==> src/rtl/speed_tick_gen.sv <==
// speed_tick_gen: variable-rate game tick generator.
// A free-running counter defines a period of 2^(SLOW_BIT+1-level) enabled
// cycles. Each wrap emits a one-cycle tick, bumps a 16-bit tick counter and
// is the only moment a pending level request may take effect. Because of
// that, a period is never cut short and game_clk never glitches.

module speed_tick_gen #(
    parameter int SLOW_BIT = 24,
    parameter int LEVELS   = 4,
    parameter int LW       = 3
) (
    input  logic          clk,
    input  logic          rst_n,
    input  logic          enable,
    input  logic          speed_up,
    input  logic          slow_down,
    input  logic          level_load,
    input  logic [LW-1:0] level_in,
    output logic          tick,
    output logic          game_clk,
    output logic [LW-1:0] level,
    output logic          level_max,
    output logic [15:0]   tick_count
);

    localparam int            CW      = SLOW_BIT + 1;
    localparam logic [LW-1:0] MAX_LVL = LW'(LEVELS - 1);

    // Reject parameter sets that would let the period collapse below 2 cycles
    // or leave the level ports too narrow to hold the top level.
    if (LEVELS < 2 || LEVELS > 8 || SLOW_BIT < LEVELS - 1 || LW < $clog2(LEVELS)) begin : g_param_check
        $error("speed_tick_gen: illegal SLOW_BIT/LEVELS/LW combination");
    end

    typedef enum logic {
        PAUSE = 1'b0,
        RUN   = 1'b1
    } state_t;

    state_t        state_q;

    logic [CW-1:0] cnt_q,   cnt_d;
    logic [LW-1:0] lvl_q,   lvl_d;
    logic [LW-1:0] pend_q,  pend_d;
    logic          tick_q,  tick_d;
    logic          gclk_q,  gclk_d;
    logic [15:0]   tcnt_q,  tcnt_d;

    logic [CW-1:0] last_cnt;
    logic [CW-1:0] half_cnt;
    logic          wrap;

    // Period decode: last count of the current period, its half-way bit, and the wrap strobe.
    always_comb begin
        last_cnt = {CW{1'b1}} >> lvl_q;
        half_cnt = (last_cnt >> 1) + CW'(1);
        wrap     = enable && (cnt_q == last_cnt);
    end

    // Pending level: load has priority, then a lone speed_up or slow_down with saturation.
    always_comb begin
        pend_d = pend_q;
        if (level_load) begin
            pend_d = (level_in > MAX_LVL) ? MAX_LVL : level_in;
        end else if (speed_up && !slow_down) begin
            if (pend_q != MAX_LVL) begin
                pend_d = pend_q + LW'(1);
            end
        end else if (slow_down && !speed_up) begin
            if (pend_q != '0) begin
                pend_d = pend_q - LW'(1);
            end
        end
    end

    // Counter, tick, game_clk and level update. Everything holds while enable is low.
    // The level takes the pending value as it stood before this cycle's request,
    // so a request that lands on a wrap waits for the following wrap.
    always_comb begin
        cnt_d  = cnt_q;
        lvl_d  = lvl_q;
        tick_d = 1'b0;
        gclk_d = gclk_q;
        tcnt_d = tcnt_q;
        if (enable) begin
            gclk_d = |(cnt_q & half_cnt);
            if (wrap) begin
                cnt_d  = '0;
                lvl_d  = pend_q;
                tick_d = 1'b1;
                tcnt_d = tcnt_q + 16'd1;
            end else begin
                cnt_d  = cnt_q + CW'(1);
            end
        end
    end

    // State registers; reset discards partial counts and any pending request at once.
    always_ff @(posedge clk or negedge rst_n) begin
        if (!rst_n) begin
            cnt_q  <= '0;
            lvl_q  <= '0;
            pend_q <= '0;
            tick_q <= 1'b0;
            gclk_q <= 1'b0;
            tcnt_q <= '0;
        end else begin
            cnt_q  <= cnt_d;
            lvl_q  <= lvl_d;
            pend_q <= pend_d;
            tick_q <= tick_d;
            gclk_q <= gclk_d;
            tcnt_q <= tcnt_d;
        end
    end

    // RUN/PAUSE run-state, following enable one cycle later.
    always_ff @(posedge clk or negedge rst_n) begin
        if (!rst_n) begin
            state_q <= PAUSE;
        end else begin
            case (state_q)
                RUN:     if (!enable) state_q <= PAUSE;
                PAUSE:   if (enable)  state_q <= RUN;
                default: state_q <= PAUSE;
            endcase
        end
    end

    assign tick       = tick_q;
    assign game_clk   = gclk_q;
    assign level      = lvl_q;
    assign level_max  = (lvl_q == MAX_LVL);
    assign tick_count = tcnt_q;

endmodule

==> config.mk <==
export PLATFORM = sky130hd
export DESIGN_NAME = speed_tick_gen
export DESIGN_NICKNAME = d
export VERILOG_FILES = /design/src/rtl/speed_tick_gen.sv
export SDC_FILE = /design/constraint.sdc
export NUM_CORES = 1
export LEC_CHECK = 0
export BUFFER_PORTS_ARGS = -buffer_cell sky130_fd_sc_hd__buf_2
export CAP_MARGIN = 20
export CORE_ASPECT_RATIO = 1.4
export CORE_MARGIN = 8
export CORE_UTILIZATION = 58
export DETAILED_ROUTE_END_ITERATION = 16
export PLACE_DENSITY = 0.76
export SLEW_MARGIN = 20
export SYNTH_ARGS = -nofsm -noshare
export SYNTH_HDL_FRONTEND = slang
export SYNTH_SLANG_ARGS = --single-unit
export TNS_END_PERCENT = 30
==> constraint.sdc <==
create_clock -name clk -period 3 [get_ports clk]
set_clock_uncertainty 0.1 [all_clocks]
set_input_delay 0.75 -clock clk [delete_from_list [all_inputs] [get_ports clk]]
set_output_delay 0.75 -clock clk [all_outputs]
set_load 0.05 [all_outputs]
### Word-level counts from Yosys, hierarchy flattened

Index checks and enable logic that the tools add are counted.

| operators by class | value |
|---|---|
| add/sub/neg operators | 5 |
| order comparisons | 1 |
| equality and inequality tests | 4 |
| shift operators | 1 |
| mux-type cells | 9 |
| bitwise gates (word level) | 1 |
| reductions and logical operators | 11 |

Operators by type and width:

| cell | count |
|---|---|
| 24-bit by 1-bit adder with 25-bit output (second input constant) | 1 |
| 25-bit by 1-bit adder with 25-bit output (second input constant) | 1 |
| 25-bit bitwise AND | 1 |
| 25-bit == test | 1 |
| 25-bit 2-to-1 mux | 1 |
| 25-bit OR reduction | 1 |
| 25-bit by 3-bit >> shifter with 25-bit output (first input constant) | 1 |
| 3-bit 2-to-1 mux | 6 |
| 16-bit by 1-bit adder with 16-bit output (second input constant) | 1 |
| 3-bit nonzero test | 3 |
| 3-bit by 2-bit inequality test with 1-bit output (second input constant) | 2 |
| 3-bit by 1-bit adder with 3-bit output (second input constant) | 1 |
| 3-bit by 2-bit == test with 1-bit output (second input constant) | 1 |
| 3-bit by 2-bit > comparator with 1-bit output (second input constant) | 1 |
| 1-bit logical AND | 3 |
| 3-bit AND reduction | 1 |
| 3-bit by 1-bit subtractor with 3-bit output (second input constant) | 1 |
| 1-bit zero test | 2 |
| 1-bit 2-to-1 mux | 2 |
| 2-bit AND reduction | 1 |

| word-level totals | value |
|---|---|
| flip-flop bits (word level) | 49 |
| input bits | 9 |
| logic and storage cells | 38 |

### Depth between registers and ports, before layout

| logic depth | value |
|---|---|
| word-level depth | 5 |
| depth in mapped cells | 8 |
| depth with buffers taken out | 7 |

### Worst setup path after synthesis

Ideal clock, no wire load.

| timing path | value |
|---|---|
| kind | input port to flip-flop |
| from | input port enable |
| to | register tcnt_q[4], in the netlist tick_count[4] |
| setup time | 142 ps |
| data arrival time | 2346 ps |
| data required time | 2758 ps |
| setup slack | 411 ps |
| cell stages on the path | 8 |
| path buffers | 2 |
| cell sequence | buf_4 nand4_4 nor2_1 nand4_2 a311oi_4 buf_6 nand4_1 xnor2_1 |

| between the ends | value |
|---|---|
| word-level cells in the longest chain between the ends | 2 |

RTL lines:

| element | line | text |
|---|---|---|
| start: declaration | 14 | `input logic enable,` |
| 1-bit logical AND | 57 | `wrap = enable && (cnt_q == last_cnt);` |
| 2-bit AND reduction (no source line) * | n/a |  |
| end signal: assignment | 113 | `tcnt_q <= tcnt_d;` |
| end: declaration | 47 | `logic [15:0] tcnt_q, tcnt_d;` |

Every way passes the cells marked *; elsewhere a longest branch is shown, timed or not.
A chain may end at the register's enable or synchronous reset.

### Worst setup path after layout

| timing path | value |
|---|---|
| from | register lvl_q[2], in the netlist level[2] |
| to | register lvl_q[0], in the netlist level[0] |

| between the ends | value |
|---|---|
| word-level cells in the longest chain between the ends | 4 |

RTL lines:

| element | line | text |
|---|---|---|
| start: declaration | 43 | `logic [LW-1:0] lvl_q, lvl_d;` |
| start signal: assignment | 109 | `lvl_q <= lvl_d;` |
| 25-bit by 3-bit >> shifter with 25-bit output | 55 | `last_cnt = {CW{1'b1}} >> lvl_q;` |
| 25-bit == test | 57 |  |
| 1-bit logical AND | 57 |  |
| 2-bit AND reduction (no source line) | n/a |  |

Every way passes these cells.

==> key figures <==
Outcome
  – Status: completed

CTS
  – CTS hold repair buffers: 0
  – CTS tree: yes
  – Clock transition at the registers of the reported paths: 0.10 ns
  – H-tree depth: 2
  – Post-CTS setup buffer count: 0
  – PostCTS Resize Cnt: 0
  – CTS buffer count: 5
  – Max Root-Sink Buffers: 2
  – Worst-Skew Late Latency: 0.31 ns
  – Root Buffer: clkbuf_8
  – Clk sinks: 49

STA
  – Final setup violation count: 0
  – Final Slew Violations: 0
  – Min cycle time layout: 2.45 ns
  – Setup ws final: between 0.5 and 0.6 ns
  – Post-Route Setup TNS: 0 ns
  – Fin crit share: about four fifths
  – Max-slew headroom: 58.9%
  – Final hold violations: 0
  – RSZ-0062 raised after global routing: false
  – Max Clock Freq: a little over 0.4 GHz
  – Least-Margin Pin Slew: 0.616 ns
  – Worst hold slack: 0.346 ns

Logic synthesis
  – Top cells by count, synth: dfrtp_1 (49), nand2_1 (24), nor2_1 (24)
  – Area leader, netlist: dfrtp_1
  – Synth top area share: between 40% and 50%
  – Post-synth net total: 257
  – YS warnings: 0
  – Post-Syn Instances: 245
  – #FFs+latches synth: 49
  – Post-synth EDFFs: 0
  – Synth top area cells: dfrtp_1 (48%), xnor2_1 (7.9%), xor2_1 (4.1%)
  – Synth unique cells: 43
  – Mapped Area: 0.00256 sq mm
  – Post-synth ARST share: 100%
  – Sequential fraction of the synthesis area: 47.9%
  – Avg Cell Area, Syn: ~10 sq um
  – Ys flop type: dfrtp_1
  – Cell with the most instances after synthesis: dfrtp_1

Critical path
  – Worst setup SP type: flop
  – Setup CP Type: reg2reg
  – Worst path slowest cell: dfrtp_1
  – Worst Reg-to-Reg Cells: 6
  – Worst Path Buf+Inv: 1
  – Worst path max stage delay: 0.62 ns
  – Setup crit end kind: flop
  – Critical path's top delay family: simple AND/OR/NAND/NOR gates
  – Critical path depth: 6
  – CP required: between 3 and 4 ns
  – Worst Path Arrival: 2.54 ns
  – CP Cell Sequence: nor4bb_1, a21oi_1, or3b_4, a311oi_4, buf_12, mux2_2
  – CP max FO: 27

Global route
  – Met1 Usage GRT: 18.2%
  – GR Util All Layers: 15.4%
  – Vias in the first global route: 1831
  – Largest net degree at the start of global routing: 28
  – Met2 Use GR: 25.6%
  – First-pass GRT wire length: 8310 um
  – GR peak layer: met2
  – Initial antenna violation count: 0
  – Gr ovfl total: 0
  – Global-route track usage on met3: 4.35%

Cells and area
  – Final core utilization: 67.6%
  – N_diodes: 0
  – Area Overhead vs Synth: 12.1%
  – Post-Layout Inst Area: 0.00287 sq mm
  – Finished Layout Cells: approximately 340
  – Layout cells sized above 1: 20.6%
  – Fin nets: 288

Placed design
  – Post-placement cell area: 0.00277 sq mm
  – Routability cong.: 0.785
  – DP HPWL: between 3000 and 4000 um
  – Buffers on Ports: 30
  – Dpl cells: 329
  – Pre-CTS setup slack: 0.419 ns

Floorplan
  – Core ar.: 0.00424 sq mm
  – Die Wd: between 70 and 80 um
  – Row cnt: 28
  – Die ar.: 0.00682 sq mm
  – I/O pin total: 31
  – Die Y: 94.6 um
  – Initial Utilization: 60.3%

Route
  – First-pass DRT Iterations: 4
  – Post-route antenna net violation count: 0
  – DR WL/cell: 13.9 um
  – Vias: between 1500 and 2000
  – Vias/cell: between 5 and 6
  – Initial DRC Count: 51
  – DRC viols: 0
  – DRT Wirelength: ~4700 um

Power and ir drop
  – Power Dens Cells: 453 mW/mm^2
  – Static leakage: 1.38 nW
  – Maximum vdd drop: about 0.0004 V
  – Power, Total: between 1 and 1.5 mW

Run
  – # Max-Cap Violations: 0

Hold path
  – HP Class: in2async
[where the power goes]
| group | leakage [nW] | internal [mW] | switching [mW] | total [mW] |
|---|---|---|---|---|
| logic | 0.675 | 0.0654 | 0.0711 | 0.137 |
| registers | 0.659 | 0.707 | 0.0552 | 0.762 |
| clock network | 0.0447 | 0.168 | 0.231 | 0.399 |
| total | 1.38 | 0.941 | 0.357 | 1.30 |
[routing by layer]
layer / vias up / part of all wire, %
met2: 31 / 50
met3: 5 / 3.8
met1: 903 / 45
met5: - / 0
li1: 924 / -
met4: 0 / 1.7
[worst paths after layout]
| kind | slack [ns] | to | start |
|---|---|---|---|
| setup / recovery | 0.55 | level[0] | level[2] |
| hold / removal | 0.35 | tick_count[10] | rst_n |
| setup reg to reg | 0.55 | level[0] | level[2] |
| hold reg to reg | 0.37 | cnt_q[10] | cnt_q[10] |
| max in group asynchronous | 1.91 | cnt_q[24] | rst_n |
| min in group clk | 0.37 | cnt_q[10] | cnt_q[10] |
[final cells by class]
class | count | area, sq um
clock buffer | 5 | 68.8
inverter | 3 | 11.3
multi-input combinational | 181 | 1240
sequential | 49 | 1230
clock inverter | 3 | 25.0
timing repair buffer | 36 | 220
fill | 348 | 1370
tap | 60 | 75.1
[kinds of logic (layout without fill, tap and decap cells)]
logic type      Yosys count  in the layout  synth area share [%]
simple gates            105            105                  22.0
flops                    49             49                  47.9
xor+xnor                 35             35                  12.0
compound gates           28             28                  7.53
buf+inv                  15             47                  3.57
mux                      10             10                  5.19
fa+ha+maj                 3              3                  1.76
[registers in the layout (all words and copies together) (netlist names)]
| name | flops |
|---|---|
| pend_q | 3 |
| level | 3 |
| tick_count | 16 |
| game_clk | 1 |
| cnt_q | 25 |
| tick | 1 |
[layout by cell type, fill, tap and decap left out, types with 4 or more instances in the layout]
cell / Yosys / final
a21oi_1: 5 / 5
and3_1: 6 / 6
and4_1: 4 / 4
buf_2: 1 / 30
buf_4: 3 / 4
clkbuf_8: 0 / 5
dfrtp_1: 49 / 49
mux2_2: 6 / 6
nand2_1: 24 / 24
nand3_1: 13 / 13
nand4_1: 10 / 10
nor2_1: 24 / 24
nor3_1: 6 / 6
o21ai_0: 7 / 7
o22ai_1: 5 / 5
xnor2_1: 23 / 23
xor2_1: 12 / 12
No activity file was read; power rests on OpenSTA's default activity.
